**config.mk**
```make
export PLATFORM = sky130hd
export DESIGN_NAME = channel_arbiter_8
export DESIGN_NICKNAME = d
export VERILOG_FILES = /design/src/rtl/channel_arbiter_8.sv
export SDC_FILE = /design/constraint.sdc
export NUM_CORES = 1
export LEC_CHECK = 0
export BUFFER_PORTS_ARGS = -buffer_cell sky130_fd_sc_hd__buf_2
export CAP_MARGIN = 10
export CORE_MARGIN = 8
export CORE_UTILIZATION = 25
export DETAILED_ROUTE_END_ITERATION = 8
export PLACE_DENSITY = 0.5
export SETUP_SLACK_MARGIN = 0.5
export SYNTH_ARGS = -nofsm -noshare
export SYNTH_HDL_FRONTEND = slang
export SYNTH_SLANG_ARGS = --single-unit
```
**constraint.sdc**
```tcl
create_clock -name clk -period 4.34 [get_ports clk]
set_clock_uncertainty 0.1 [all_clocks]
set_input_delay 0.434 -clock clk [delete_from_list [all_inputs] [get_ports clk]]
set_output_delay 0.434 -clock clk [all_outputs]
set_load 0.02 [all_outputs]
```
**src/rtl/channel_arbiter_8.sv**
```systemverilog
// Eight-requester channel arbiter with hold-timeout preemption.
// Define CHANNEL_ARB_ROUND_ROBIN_EN for round-robin selection; default is fixed priority (highest index wins).
module channel_arbiter_8 #(
    parameter int unsigned MAX_HOLD = 16
) (
    input  logic       clk,
    input  logic       rst_n,
    input  logic [7:0] req,
    input  logic       done,
    output logic [7:0] gnt,
    output logic [2:0] gnt_id,
    output logic       gnt_valid,
    output logic       preempt
);

    localparam int unsigned NREQ = 8;
    localparam int unsigned IW   = 3;
    localparam int unsigned CW   = 8;

    typedef enum logic {IDLE, BUSY} state_t;

    state_t          state_q, state_d;
    logic [CW-1:0]   cnt_q, cnt_d;
    logic [NREQ-1:0] gnt_q, gnt_d;
    logic [IW-1:0]   id_q, id_d;
    logic            valid_q, valid_d;
    logic            preempt_q, preempt_d;
    logic [IW-1:0]   sel_id;
    logic            sel_hit;
`ifdef CHANNEL_ARB_ROUND_ROBIN_EN
    logic [IW-1:0]   ptr_q, ptr_d;
    logic [IW-1:0]   idx;
`endif

    // Requester selection: round-robin searches downward from the last grant, otherwise highest index wins
    always_comb begin
        sel_id  = '0;
        sel_hit = 1'b0;
`ifdef CHANNEL_ARB_ROUND_ROBIN_EN
        idx = '0;
        for (int i = 1; i <= int'(NREQ); i++) begin
            idx = IW'(ptr_q - IW'(i));
            if (!sel_hit && req[idx]) begin
                sel_hit = 1'b1;
                sel_id  = idx;
            end
        end
`else
        for (int i = 0; i < int'(NREQ); i++) begin
            if (req[i]) begin
                sel_id = IW'(i);
            end
        end
        sel_hit = |req;
`endif
    end

    // Next-state and registered-output values
    always_comb begin
        state_d   = state_q;
        cnt_d     = cnt_q;
        gnt_d     = gnt_q;
        id_d      = id_q;
        preempt_d = 1'b0;
`ifdef CHANNEL_ARB_ROUND_ROBIN_EN
        ptr_d     = ptr_q;
`endif
        case (state_q)
            IDLE: begin
                if (sel_hit) begin
                    state_d = BUSY;
                    cnt_d   = '0;
                    gnt_d   = NREQ'(1) << sel_id;
                    id_d    = sel_id;
`ifdef CHANNEL_ARB_ROUND_ROBIN_EN
                    ptr_d   = sel_id;
`endif
                end
            end
            BUSY: begin
                // Release takes precedence over a simultaneous timeout
                if (done || !req[id_q]) begin
                    state_d = IDLE;
                    cnt_d   = '0;
                    gnt_d   = '0;
                    id_d    = '0;
                end else if (cnt_q == CW'(MAX_HOLD - 1)) begin
                    state_d   = IDLE;
                    cnt_d     = '0;
                    gnt_d     = '0;
                    id_d      = '0;
                    preempt_d = 1'b1;
                end else begin
                    cnt_d = cnt_q + CW'(1);
                end
            end
            default: begin
                state_d = IDLE;
                cnt_d   = '0;
                gnt_d   = '0;
                id_d    = '0;
            end
        endcase
        valid_d = (state_d == BUSY);
    end

    always_ff @(posedge clk or negedge rst_n) begin
        if (!rst_n) begin
            state_q   <= IDLE;
            cnt_q     <= '0;
            gnt_q     <= '0;
            id_q      <= '0;
            valid_q   <= 1'b0;
            preempt_q <= 1'b0;
`ifdef CHANNEL_ARB_ROUND_ROBIN_EN
            ptr_q     <= '0;
`endif
        end else begin
            state_q   <= state_d;
            cnt_q     <= cnt_d;
            gnt_q     <= gnt_d;
            id_q      <= id_d;
            valid_q   <= valid_d;
            preempt_q <= preempt_d;
`ifdef CHANNEL_ARB_ROUND_ROBIN_EN
            ptr_q     <= ptr_d;
`endif
        end
    end

    assign gnt       = gnt_q;
    assign gnt_id    = id_q;
    assign gnt_valid = valid_q;
    assign preempt   = preempt_q;

endmodule

```
* Yosys cells after proc, flatten, opt, wreduce, memory -nomap -nowiden
Cells that the tools add are included.
** Word-level totals
- Output and inout port bits :: 13
- Input port bits :: 11
- Flip-flop bits (word level) :: 21
- Logic and storage cells :: 44
** Operators by class
- Mux-type cells :: 28
- Eq/ne operators :: 3
- Order comparisons :: 1
- Shift operators :: 1
- Reduce and logical (&&, ||, !) cells :: 4
- Bitwise gates (word level) :: 1
- Add/subtract/negate cells :: 1
** Operators by type and width (number)
- $mux 8 :: 6
- $pmux 8 s2 :: 2
- $mux 3 :: 7
- $add 8x1->8 const B :: 1
- $eq 8x4->1 const B :: 1
- $mux 1 :: 8
- $reduce_or 8->1 :: 1
- $shl 1x3->8 const A :: 1
- $pmux 3 s2 :: 1
- $lt 3x4->1 const B :: 1
- $mux 2 :: 2
- $bmux 1 s3 :: 1
- $ne 3x1->1 const B :: 1
- $ne 2x2->1 const B :: 1
- $pmux 1 s2 :: 1
- $reduce_and 2->1 :: 1
- $logic_not 1->1 :: 1
- $logic_or 1x1->1 :: 1
- $not 1->1 :: 1

* Logic depth before layout (Yosys ltp)
- Depth in word-level cells :: 10
- Depth in mapped cells :: 7
- Gate-level depth less buffers :: 5

* Least setup slack after synthesis
OpenSTA, ideal clock, no wires.
- Path type :: input to register
- Start :: input port req[0]
- End :: register id_q[1], in the netlist gnt_id[1]
- Arrival :: 1.738 ns
- Stages :: 4
- Path slack :: 2.435 ns
- Setup time :: 0.067 ns
- Cells stage by stage :: or4_1 > or3_4 > o21ai_4 > a22o_1
** Between the ends
- Cells in the longest elaborated chain, start to end :: 6
- Elaborated cells between the ends (all ways) :: 10
- Those cells by class :: eq/ne (2); mux (4); reduce/logical (4)
** RTL lines
- start, declared :: line 8 : input logic [7:0] req,
- $bmux 1 s3 :: line 82 : if (done || !req[id_q]) begin
- $mux 1 (implied by the code) :: line 82
- $logic_not 1->1 :: line 82
- $logic_or 1x1->1 :: line 82
- $mux 3 or $ne 3x1->1 (tied branches)
- $pmux 3 s2 or $reduce_and 2->1 (tied branches)
- end signal, assigned :: line 122 : id_q <= id_d;
- end, declared :: line 25 : logic [IW-1:0] id_q, id_d;
Several ways; a longest one is shown, not always the timed one. The select of a mux whose other input is x is not followed.
A chain may end at the register's enable or synchronous reset.

==> results.py <==
metrics = {
    "power_and_ir_drop": {
        "power_frac_comb_pct": 32.8,
        "pwr-share-clk_pct": 20.7,
        "seq_power_share_pct": 46.5,
        "power.total_w": 0.000608,
        "internal-power_w": 0.000369,
        "powerDensity_mw_per_mm2": 469,
        "vdd_drop_max_uv": 200,
        "switching_share_pct": 39.3,
        "p_switching_w": 0.000239,
        "leakagePower_nw": 0.608,
    },
    "worst_setup_path": {
        "cpMaxStageDelayCell": "dfrtp_1",
        "start_kind": "flop",
        "crit_path_max_incr_delay_ns": 0.58,
        "cp_cell_sequence": "inv_1, a211oi_1, nand4_2, o21ai_4, a22o_1",
        "critical_path_depth": 5,
        "critPathBufInv": 1,
        "ff2ff_path_depth": 5,
        "cp-startpoint": "gnt_valid",
        "r2r-start": "gnt_valid",
        "worstPathRequired_ns": 4.43,
        "worst-endpoint-arrival_ns": 2.24,
        "rrSetupSlack_ns": 2.19,
        "path_class": "flop to flop",
        "cp-end-kind": "flop",
        "endpoint": "gnt[0]",
        "crit_family": "compound AO/OA/AOI/OAI gates",
        "worstPathMaxFanout": 13,
        "r2r_end": "gnt[0]",
    },
    "hold_path": {
        "holdCritPathClass": "primary input to async pin",
    },
    "grt": {
        "antenna_found_initial": 0,
        "grt_use_met1_pct": 11.0,
        "grt_most_used_layer": "met2",
        "grt_pass1_vias": 930,
        "grt_overflow": 0,
        "grt_usage_pct": 8.63,
        "grt_pass1_wl_um": 4530,
        "grt_max_degree": 22,
        "use_met3_pct": 2.52,
        "met2_usage_pct": 13.7,
    },
    "final_layout": {
        "layout-area-overhead-vs-synth_pct": 18.9,
        "nFillCells": 468,
        "nNetsFinal": 144,
        "drive_gt1_share_pct": 23.7,
        "utilization_pct": 30.4,
        "n_antenna_cell": 0,
    },
    "sta": {
        "slew_headroom_pct": 63.4,
        "hold_violations": 0,
        "setup_viol": 0,
        "fin_setup_tns_ns": 0,
        "fin_crit_sh_pct": 49.5,
        "rsz0062_at_grt": "false",
        "worst_pin_slew_ns": 0.544,
        "setup_slack_ns": 2.19,
        "finalCriticalPeriod_ns": 2.15,
        "maxSlewViolCount": 0,
        "fmax_mhz": 465,
    },
    "cts": {
        "post_cts_buffers": 0,
        "root_buffer": "clkbuf_8",
        "cts-resized-gates": 0,
        "postCtsHoldBufs": 0,
        "cts.clk_slew.worst_paths_ns": 0.07,
        "cts_max_level": 1,
        "clockBufferDepth": 2,
        "numClockSinks": 21,
        "cts_tree": "done",
        "cts_made_buffers": 3,
        "clock_latency_ns": 0.25,
    },
    "synth": {
        "ys_seq_area_share_pct": 48.2,
        "synth.avg_cell_area_um2": 10.1,
        "synth-edff-count": 0,
        "synth.net_count": 120,
        "async_flop_share_pct": 100,
        "ys_types": 34,
        "syn_area_mm2": 0.00109,
        "synth_warnings": 0,
        "postSynthCellCount": 108,
        "synth_seq_cells": 21,
        "synth-main-ff-cell": "dfrtp_1",
    },
    "routing": {
        "drc": 0,
        "via_per_inst": 5.03,
        "vias": 920,
        "firstDrtPassIters": 4,
        "drt_iter0_drc": 33,
        "ant_nets": 0,
        "routed_wl_um": 2670,
        "wl_per_cell_um": 14.6,
    },
    "status": {
        "status": "finished, final reports clean",
    },
    "floorplan": {
        "initial_utilization_pct": 25.6,
        "core_mm2": 0.00426,
        "row_count": 24,
        "fp.dieW_um": 82.0,
        "fp.dieArea_mm2": 0.00673,
        "die_h_um": 82.0,
        "pin_count": 24,
    },
    "flow_run": {
        "drv_cap": 0,
    },
    "place": {
        "hpwl_um": 2030,
        "portBuffers": 23,
        "globalplace.congestion": 0.790,
        "dpl_worst_slack_ns": 2.20,
    },
}
==> cells in the mapped netlist (3+ instances only) <==
library cell,n,share of area (%)
o2bb2ai_1,3,2.4
nand2_1,10,3.4
dfrtp_1,21,48
buf_2,3,1.4
nor3_1,3,1.4
a21oi_1,4,1.8
nor2_1,9,3.1
o21ai_0,7,3.2
a22o_1,7,5.6
inv_1,4,1.4
nand3_1,3,1.4
mux2i_1,4,3.7
==> worst min-delay path by stage <==
stage | startpoint | endpoint | cells after the start
2_1_floorplan | rst_n | cnt_q[0] | 0
3_3_place_gp | rst_n | cnt_q[3] | 1
5_1_grt | rst_n | cnt_q[7] | 1
6_report | rst_n | cnt_q[4] | 1
4_1_cts | rst_n | cnt_q[4] | 1
3_5_place_dp | rst_n | cnt_q[4] | 1
==> per-layer routing <==
metal | routed length (um) | share of wire [%]
met1 | 1260 | 47
met2 | 1230 | 46
met3 | 160 | 6.0
met4 | 21 | 0.79
met5 | 0 | 0
==> cells in the final DEF (no fill, tap or decap), types with 3 or more instances in the layout <==
master     Yosys  final
dfrtp_1       21     21
inv_1          4      4
buf_2          3     23
nand2_1       10     10
a22o_1         7      7
nand3_1        3      3
o21ai_0        7      7
nor2_1         9      9
clkbuf_8       0      3
o2bb2ai_1      3      3
mux2i_1        4      4
nor3_1         3      3
a21oi_1        4      4
==> worst register-to-register path, delay by kind of cell, from the launching register on <==
kind | cells | cell delay (ns)
DFF | 1 | 0.58
buffers and inverters | 1 | 0.18
AOI/OAI and AO/OA | 3 | 0.87
and+or+nand+nor | 1 | 0.36
==> registers in the layout (all words and copies together), names as in the netlist <==
register   count
gnt_valid      1
gnt_id         3
gnt            8
preempt        1
cnt_q          8
==> cells by family (layout without fill, tap and decap cells) <==
logic type                 count (synthesis)  after routing  synth area share [%]
DFF                                       21             21                  48.2
adders and majority gates                  1              1                  1.15
AOI/OAI and AO/OA                         33             33                  22.8
muxes                                      4              4                  3.67
buffers and inverters                      8             31                  3.10
and+or+nand+nor                           41             41                  21.0
==> metrics by stage <==
stage	instances	hold slack (ns)	instance area, um2
6_report	183	0.0413	1300
5_1_grt	183	0.0620	1300
4_1_cts	183	0.0480	1300
3_5_place_dp	179	0.328	1250
3_3_place_gp	179	0.313	1250
2_1_floorplan	108	0.0384	1090
==> power groups by stage <==
| stage | Sequential (W) | Combinational [W] | Clock (W) |
|---|---|---|---|
| 6_report | 0.000283 | 0.000200 | 0.000126 |
| 5_1_grt | 0.000289 | 0.000220 | 0.000141 |
| 4_1_cts | 0.000282 | 0.000203 | 0.000131 |
| 3_5_place_dp | 0.000285 | 0.000204 | 0 |
| 3_3_place_gp | 0.000285 | 0.000203 | 0 |
| 2_1_floorplan | 0.000289 | 0.000128 | 0 |
==> final cells by class <==
cell class,count,area (um2),share of cell area (%)
well taps,52,65.1,5.02
flip-flops and latches,21,526,40.5
repair buffers,23,115,8.88
clock buffers,4,45.0,3.47
multi-input cells,79,531,40.9
inverters,4,15.0,1.16
(Power assumes the default switching activity.)
